**src/rtl/uart_rx_mem_loader.sv**
```systemverilog
// uart_rx_mem_loader: oversampled UART receiver that writes each good character
// to the next sequential memory address, pulsing frame_done on the DEPTH-th write.
module uart_rx_mem_loader #(
  parameter int DATA_BITS  = 8,
  parameter int OVERSAMPLE = 16,
  parameter int PARITY     = 0,
  parameter int STOP_BITS  = 1,
  parameter int ADDR_W     = 10,
  parameter int DEPTH      = 784
)(
  input  logic                 clk,
  input  logic                 rst,
  input  logic                 tick,
  input  logic                 rx,
  input  logic                 clear,
  output logic                 mem_we,
  output logic [ADDR_W-1:0]    mem_addr,
  output logic [DATA_BITS-1:0] mem_din,
  output logic                 rx_valid,
  output logic [DATA_BITS-1:0] rx_data,
  output logic                 parity_err,
  output logic                 framing_err,
  output logic                 frame_done,
  output logic                 busy
);
  localparam int TW = $clog2(OVERSAMPLE);
  localparam logic [TW-1:0] T_MID = TW'(OVERSAMPLE / 2 - 1);
  localparam logic [TW-1:0] T_END = TW'(OVERSAMPLE - 1);
  localparam logic [ADDR_W-1:0] A_LAST = ADDR_W'(DEPTH - 1);
  typedef enum logic [2:0] {IDLE, START, DATA, PAR, STOP} state_t;
  state_t state_q, state_d;
  logic rx_m_q, rx_s_q;
  logic [TW-1:0] tcnt_q, tcnt_d;
  logic [3:0] bcnt_q, bcnt_d;
  logic [DATA_BITS-1:0] shift_q, shift_d, rx_data_q, rx_data_d;
  logic [ADDR_W-1:0] waddr_q, waddr_d;
  logic pbit_q, pbit_d, ferr_q, ferr_d, arm_q, arm_d;
  logic perr_q, perr_d, fout_q, fout_d, valid_q, valid_d, we_q, we_d;
  logic done, t_end, ferr_now, perr_now;
  always_ff @(posedge clk or posedge rst) begin
    if (rst) begin
      rx_m_q    <= 1'b1;
      rx_s_q    <= 1'b1;
      state_q   <= IDLE;
      tcnt_q    <= '0;
      bcnt_q    <= '0;
      shift_q   <= '0;
      rx_data_q <= '0;
      waddr_q   <= '0;
      pbit_q    <= 1'b0;
      ferr_q    <= 1'b0;
      arm_q     <= 1'b0;
      perr_q    <= 1'b0;
      fout_q    <= 1'b0;
      valid_q   <= 1'b0;
      we_q      <= 1'b0;
    end else begin
      rx_m_q    <= rx;
      rx_s_q    <= rx_m_q;
      state_q   <= state_d;
      tcnt_q    <= tcnt_d;
      bcnt_q    <= bcnt_d;
      shift_q   <= shift_d;
      rx_data_q <= rx_data_d;
      waddr_q   <= waddr_d;
      pbit_q    <= pbit_d;
      ferr_q    <= ferr_d;
      arm_q     <= arm_d;
      perr_q    <= perr_d;
      fout_q    <= fout_d;
      valid_q   <= valid_d;
      we_q      <= we_d;
    end
  end
  always_comb begin
    state_d  = state_q;
    tcnt_d   = tcnt_q;
    bcnt_d   = bcnt_q;
    shift_d  = shift_q;
    pbit_d   = pbit_q;
    ferr_d   = ferr_q;
    arm_d    = arm_q;
    done     = 1'b0;
    t_end    = tcnt_q == T_END;
    ferr_now = ferr_q | ~rx_s_q;
    perr_now = (PARITY != 0) && ((^shift_q ^ pbit_q) != (PARITY == 2));
    if (tick) begin
      case (state_q)
        // arm_q blocks a new start until the line has been seen high (break recovery)
        IDLE: begin
          if (rx_s_q) arm_d = 1'b1;
          else if (arm_q) begin
            state_d = START;
            tcnt_d  = '0;
          end
        end
        START: begin
          if (tcnt_q == T_MID) begin
            state_d = rx_s_q ? IDLE : DATA;
            tcnt_d  = '0;
            bcnt_d  = '0;
            ferr_d  = 1'b0;
          end else tcnt_d = tcnt_q + TW'(1);
        end
        DATA: begin
          if (t_end) begin
            tcnt_d  = '0;
            shift_d = {rx_s_q, shift_q[DATA_BITS-1:1]};
            bcnt_d  = bcnt_q + 4'd1;
            if (bcnt_q == 4'(DATA_BITS - 1)) begin
              bcnt_d  = '0;
              state_d = (PARITY != 0) ? PAR : STOP;
            end
          end else tcnt_d = tcnt_q + TW'(1);
        end
        PAR: begin
          if (t_end) begin
            tcnt_d  = '0;
            pbit_d  = rx_s_q;
            state_d = STOP;
          end else tcnt_d = tcnt_q + TW'(1);
        end
        STOP: begin
          if (t_end) begin
            tcnt_d = '0;
            bcnt_d = bcnt_q + 4'd1;
            ferr_d = ferr_now;
            if (bcnt_q == 4'(STOP_BITS - 1)) begin
              bcnt_d  = '0;
              state_d = IDLE;
              arm_d   = rx_s_q;
              done    = 1'b1;
            end
          end else tcnt_d = tcnt_q + TW'(1);
        end
        default: state_d = IDLE;
      endcase
    end
    valid_d   = done;
    we_d      = done & ~perr_now & ~ferr_now;
    rx_data_d = done ? shift_q : rx_data_q;
    perr_d    = done ? perr_now : perr_q;
    fout_d    = done ? ferr_now : fout_q;
    waddr_d   = clear ? '0 : !we_q ? waddr_q : (waddr_q == A_LAST) ? '0 : waddr_q + ADDR_W'(1);
  end
  assign mem_we      = we_q;
  assign mem_addr    = waddr_q;
  assign mem_din     = rx_data_q;
  assign rx_valid    = valid_q;
  assign rx_data     = rx_data_q;
  assign parity_err  = perr_q;
  assign framing_err = fout_q;
  assign frame_done  = we_q && (waddr_q == A_LAST);
  assign busy        = state_q != IDLE;
endmodule
```
**config.mk**
```make
export PLATFORM = sky130hd
export DESIGN_NAME = uart_rx_mem_loader
export DESIGN_NICKNAME = d
export VERILOG_FILES = /design/src/rtl/uart_rx_mem_loader.sv
export SDC_FILE = /design/constraint.sdc
export NUM_CORES = 1
export LEC_CHECK = 0
export BUFFER_PORTS_ARGS = -buffer_cell sky130_fd_sc_hd__buf_2
export CAP_MARGIN = 40
export CELL_PAD_IN_SITES_DETAIL_PLACEMENT = 0
export CELL_PAD_IN_SITES_GLOBAL_PLACEMENT = 1
export CORE_MARGIN = 4
export CORE_UTILIZATION = 44
export DETAILED_ROUTE_END_ITERATION = 10
export GPL_ROUTABILITY_DRIVEN = 0
export PLACE_DENSITY = 0.86
export REMOVE_ABC_BUFFERS = 1
export SYNTH_ARGS = -nofsm -noshare
export SYNTH_HDL_FRONTEND = slang
export SYNTH_SLANG_ARGS = --single-unit
```
**constraint.sdc**
```tcl
create_clock -name clk -period 2.6 [get_ports clk]
set_clock_uncertainty 0.2 [all_clocks]
set_input_delay 0.78 -clock clk [delete_from_list [all_inputs] [get_ports clk]]
set_output_delay 0.78 -clock clk [all_outputs]
set_load 0.005 [all_outputs]
```
After elaboration in Yosys (flattened, before gate mapping)
Index checks and enable logic that the tools add are counted.
{ "op_classes": {"addsub": 3, "eq_ne": 17, "muxes": 35, "bitwise_logic": 4, "n_reduce_logical": 16} }
{ "op_table": {"columns": ["operator", "n"], "rows": [
  ["4-bit two-way mux", 9],
  ["10-bit two-way mux", 3],
  ["3-bit two-way mux", 8],
  ["4-bit case mux with 3 select lines", 2],
  ["2-bit inequality test, second input constant", 9],
  ["3-bit case mux with 5 select lines", 1],
  ["10-bit by 1-bit adder with 10-bit output, second input constant", 1],
  ["10-bit == test, second input constant", 1],
  ["5-bit AND reduction", 2],
  ["1-bit two-way mux", 9],
  ["9-bit AND reduction", 1],
  ["3-bit nonzero test", 3],
  ["4-bit by 1-bit adder with 4-bit output, second input constant", 2],
  ["4-bit by 3-bit == test with 1-bit output, second input constant", 2],
  ["4-bit AND reduction", 2],
  ["3-bit by 2-bit == test with 1-bit output, second input constant", 2],
  ["2-bit nonzero test", 3],
  ["4-bit == test, second input constant", 1],
  ["4-bit zero test", 1],
  ["1-bit case mux with 2 select lines", 2],
  ["3-bit by 1-bit == test with 1-bit output, second input constant", 1],
  ["3-bit == test, second input constant", 1],
  ["3-bit zero test", 1],
  ["3-bit AND reduction", 1],
  ["6 further kinds", 7]
]} }
{ "totals": {"reg_bits": 44, "input_bits": 5, "output_inout_bits": 32, "word_cells": 88} }

Logic depth before layout (Yosys ltp)
{ "logic_depth": {"word_depth": 6, "ltp_mapped": 6, "mapped_depth_nobuf": 6} }

Worst setup path after synthesis
No wires, ideal clock.
{ "synth_timing": {"path_type": "register -> output", "startpoint": "reg waddr_q[0] (netlist: mem_addr[0])", "endpoint": "out frame_done", "arrival_ns": 1.094, "required_time_ns": 1.620, "setup_slack_ns": 0.526, "path_stages_with_launch": 5, "path_buffers": 0, "path_cell_list": "dfrtp_1 ha_1 nand3_1 nor4_1 and2_1"} }
{ "synth_between": {"elab_chain_len": 2} }
{ "synth_lines": {"columns": ["element", "line_no", "rtl"], "rows": [
  ["start, declared", "36", "logic [ADDR_W-1:0] waddr_q, waddr_d;"],
  ["start signal, assigned", "65", "waddr_q <= waddr_d;"],
  ["10-bit == test", "153", "assign frame_done = we_q && (waddr_q == A_LAST);"],
  ["1-bit logical AND", "153", null],
  ["end, declared", "23", "output logic frame_done,"]
]} }
Every way passes these cells.

Final worst setup path
Ends and elaborated chain as after synthesis.

==> results.sh <==
export IMPL_p_comb_share_pct=27.0
export IMPL_io_pins=37
export IMPL_tritoncts="built"
export IMPL_synthArstFlopShare_pct=100
export IMPL_cp_required_ps=1620
export IMPL_maxSlewViolCount=0
export IMPL_routed_via_count=1613
export IMPL_viasPerCell=5.31
export IMPL_ctsHtreeMaxLevel=2
export IMPL_hpwl_mm=3.11
export IMPL_ff2ff_setup_slack_ps=300
export IMPL_antenna_found_initial=0
export IMPL_synth_edf_count=0
export IMPL_synth_area_top_cells="dfrtp_1 (46%), mux2_4 (7.2%), mux2_2 (3.9%), buf_4 (3.3%), nor2_1 (3.1%)"
export IMPL_seqPwrFrac_pct=48.1
export IMPL_firstDrtPassIters=4
export IMPL_synth_seq_cells=44
export IMPL_setup_slack_ps=81.3
export IMPL_wl_per_cell_um=14.2
export IMPL_seq_area_um2=1110
export IMPL_ys_types=50
export IMPL_clock_fmax_ghz=0.397
export IMPL_slowest_delay_ps=430
export IMPL_die_w_um=80.1
export IMPL_finalHoldViolCount=0
export IMPL_outcome="finished, final reports clean"
export IMPL_fin_cells=304
export IMPL_path_class="flop to output pin"
export IMPL_grtUsageTotal_pct=14.9
export IMPL_drtAntennaViolNets=0
export IMPL_grt_pass1_vias=1640
export IMPL_drc_errors=0
export IMPL_p_sw_share_pct=34.2
export IMPL_rows=25
export IMPL_grt_pass1_wl_mm=7.51
export IMPL_cp_slowest_cell="dfrtp_2"
export IMPL_dp_cells=294
export IMPL_synth_area_um2=2290
export IMPL_finalSetupTns_ps=0
export IMPL_avgSynthCellArea_um2=11.2
export IMPL_io_buffer_count=35
export IMPL_irDropWorstVdd_uv=593
export IMPL_drt_wl_total_mm=4.31
export IMPL_grt_max_degree=29
export IMPL_num_antenna_cells=0
export IMPL_grt_overflow_total=0
export IMPL_fin_area_um2=2610
export IMPL_worstPathArrival_ps=1540
export IMPL_fin_crit_ps=2520
export IMPL_p_leak_nw=1.29
export IMPL_core_um2=4880
export IMPL_period_share_pct=96.9
export IMPL_clock_latency_ps=290
export IMPL_mostFrequentLayoutCells="dfrtp_1 (40), buf_2 (35), nor2_1 (19)"
export IMPL_path_clk_slew_ps=80
export IMPL_cts_hold_buf=0
export IMPL_num_fill_cells=454
export IMPL_netlist_area_leader_share_pct=45.9
export IMPL_ys_flop_type="dfrtp_1"
export IMPL_preCtsSetupSlack_ps=254
export IMPL_cts_sinks=44
export IMPL_cp_cell_sequence="ha_4 -> nand3_2 -> nor4_2 -> and2_1 -> buf_2"
export IMPL_die_h_um=80.1
export IMPL_cp_start_kind="flop"
export IMPL_syn_inst=205
export IMPL_drt_iter0_markers=61
export IMPL_die_area_um2=6420
export IMPL_finalSetupViolCount=0
export IMPL_cts_root_buf="clkbuf_8"
export IMPL_multi_input_area_um2=1070
export IMPL_finish_net_count=245
export IMPL_p_sw_mw=0.622
export IMPL_fin_util_pct=53.5
export IMPL_layout_drive_gt1_share_pct=35.4
export IMPL_numCtsBuffers=5
export IMPL_worstPathMaxFanout=5
export IMPL_final_common_cell="dfrtp_1"
export IMPL_start_util_pct=46.9
export IMPL_tightest_slew_ps=660
export IMPL_yosys_warnings=0
export IMPL_ys_seq_area_share_pct=48.2
export IMPL_powerDensity_nw_per_um2=696
export IMPL_min_path_type="flop to flop"
export IMPL_area_growth_pct=14.2
export IMPL_clockBufferDepth=2
export IMPL_drv_cap=0
export IMPL_p_clk_share_pct=24.9
export IMPL_place_area_um2=2470
export IMPL_slew_headroom_pct=55.7
export IMPL_cp_end_kind="output pin"
export IMPL_yosys_area_top_type="dfrtp_1"
export IMPL_power_internal_mw=1.20
layer usage:
layer	wire, µm	global-route usage, %	vias to the layer above	share of wire, %
li1	-	-	782	-
met1	2030	19.4	784	47
met2	2040	23.9	41	47
met3	178	3.70	6	4.1
met4	55	5.24	0	1.3
met5	0	0	-	0
power by group through the flow:
stage,clock network [mW],logic (mW),registers [mW]
detailed placement,0,0.497,0.890
floorplan,0,0.407,0.854
finish,0.453,0.491,0.876
global route,0.498,0.561,0.893
CTS,0.464,0.498,0.875
global placement,0,0.488,0.884
critical path: cells and delay by family, from the launching register on:
kind                     cells  cell delay [ps]
flip-flops                   1              430
adder cells (fa/ha/maj)      1              180
buffers and inverters        1              100
AND/OR/NAND/NOR              3              540
metrics by stage:
stage               hold slack [ps]  total power, mW
floorplan                       145             1.26
global placement                147             1.37
detailed placement              149             1.39
CTS                             161             1.84
global route                    164             1.95
finish                          161             1.82
cells in the mapped netlist (4+ instances only):
cell	instances
buf_4	10
mux2_2	8
o21ai_0	7
inv_1	9
dfrtp_1	42
xor2_1	4
buf_2	5
o2111ai_1	4
nand2_1	13
mux2_4	11
a21o_1	4
nor2_1	19
xnor2_1	4
ha_1	4
a21oi_1	5
nand3_1	5
path summary, 6_finish.rpt:
| kind | cells past startpoint | to | start |
|---|---|---|---|
| max | 5 | frame_done | mem_addr[0] |
| min | 0 | rx_s_q | rx_m_q |
| max reg2reg | 4 | framing_err | state_q[2] |
| min reg2reg | 0 | rx_s_q | rx_m_q |
| max in group asynchronous | 3 | rx_m_q | rst |
| min in group asynchronous | 2 | mem_addr[1] | rst |
cell type report:
cell class | instances | share of cell area [%]
clock buffers | 6 | 3.16
clock inverters | 2 | 0.527
inverters | 10 | 1.44
multi-input cells | 136 | 41.0
flip-flops and latches | 44 | 42.3
well taps | 67 | 3.21
repair buffers | 39 | 8.33
timing repair:
item,4_1_cts,5_1_grt
endpoints found under the hold margin,0,0
pin swaps,0,1
endpoints found under the setup margin,1,1
buffers inserted,0,2
gates resized for setup,1,5
state kept, by name, indices dropped and copies added (netlist names):
| name | count |
|---|---|
| arm_q | 1 |
| shift_q | 8 |
| mem_we | 1 |
| framing_err | 1 |
| ferr_q | 1 |
| rx_s_q | 1 |
| rx_valid | 1 |
| state_q | 3 |
| tcnt_q | 4 |
| mem_din | 8 |
| rx_m_q | 1 |
| mem_addr | 10 |
| bcnt_q | 4 |
cell families (layout without fill, tap and decap cells):
logic type,count (synthesis),in the layout,synth area share [%]
simple gates,70,70,17.7
flops,44,44,48.2
compound gates,33,33,11.0
buf+inv,25,57,6.01
mux,20,20,11.6
xor+xnor,8,8,3.06
fa+ha+maj,4,4,2.19
other cells,1,1,0.164
Power figures use the tool's default switching activity.
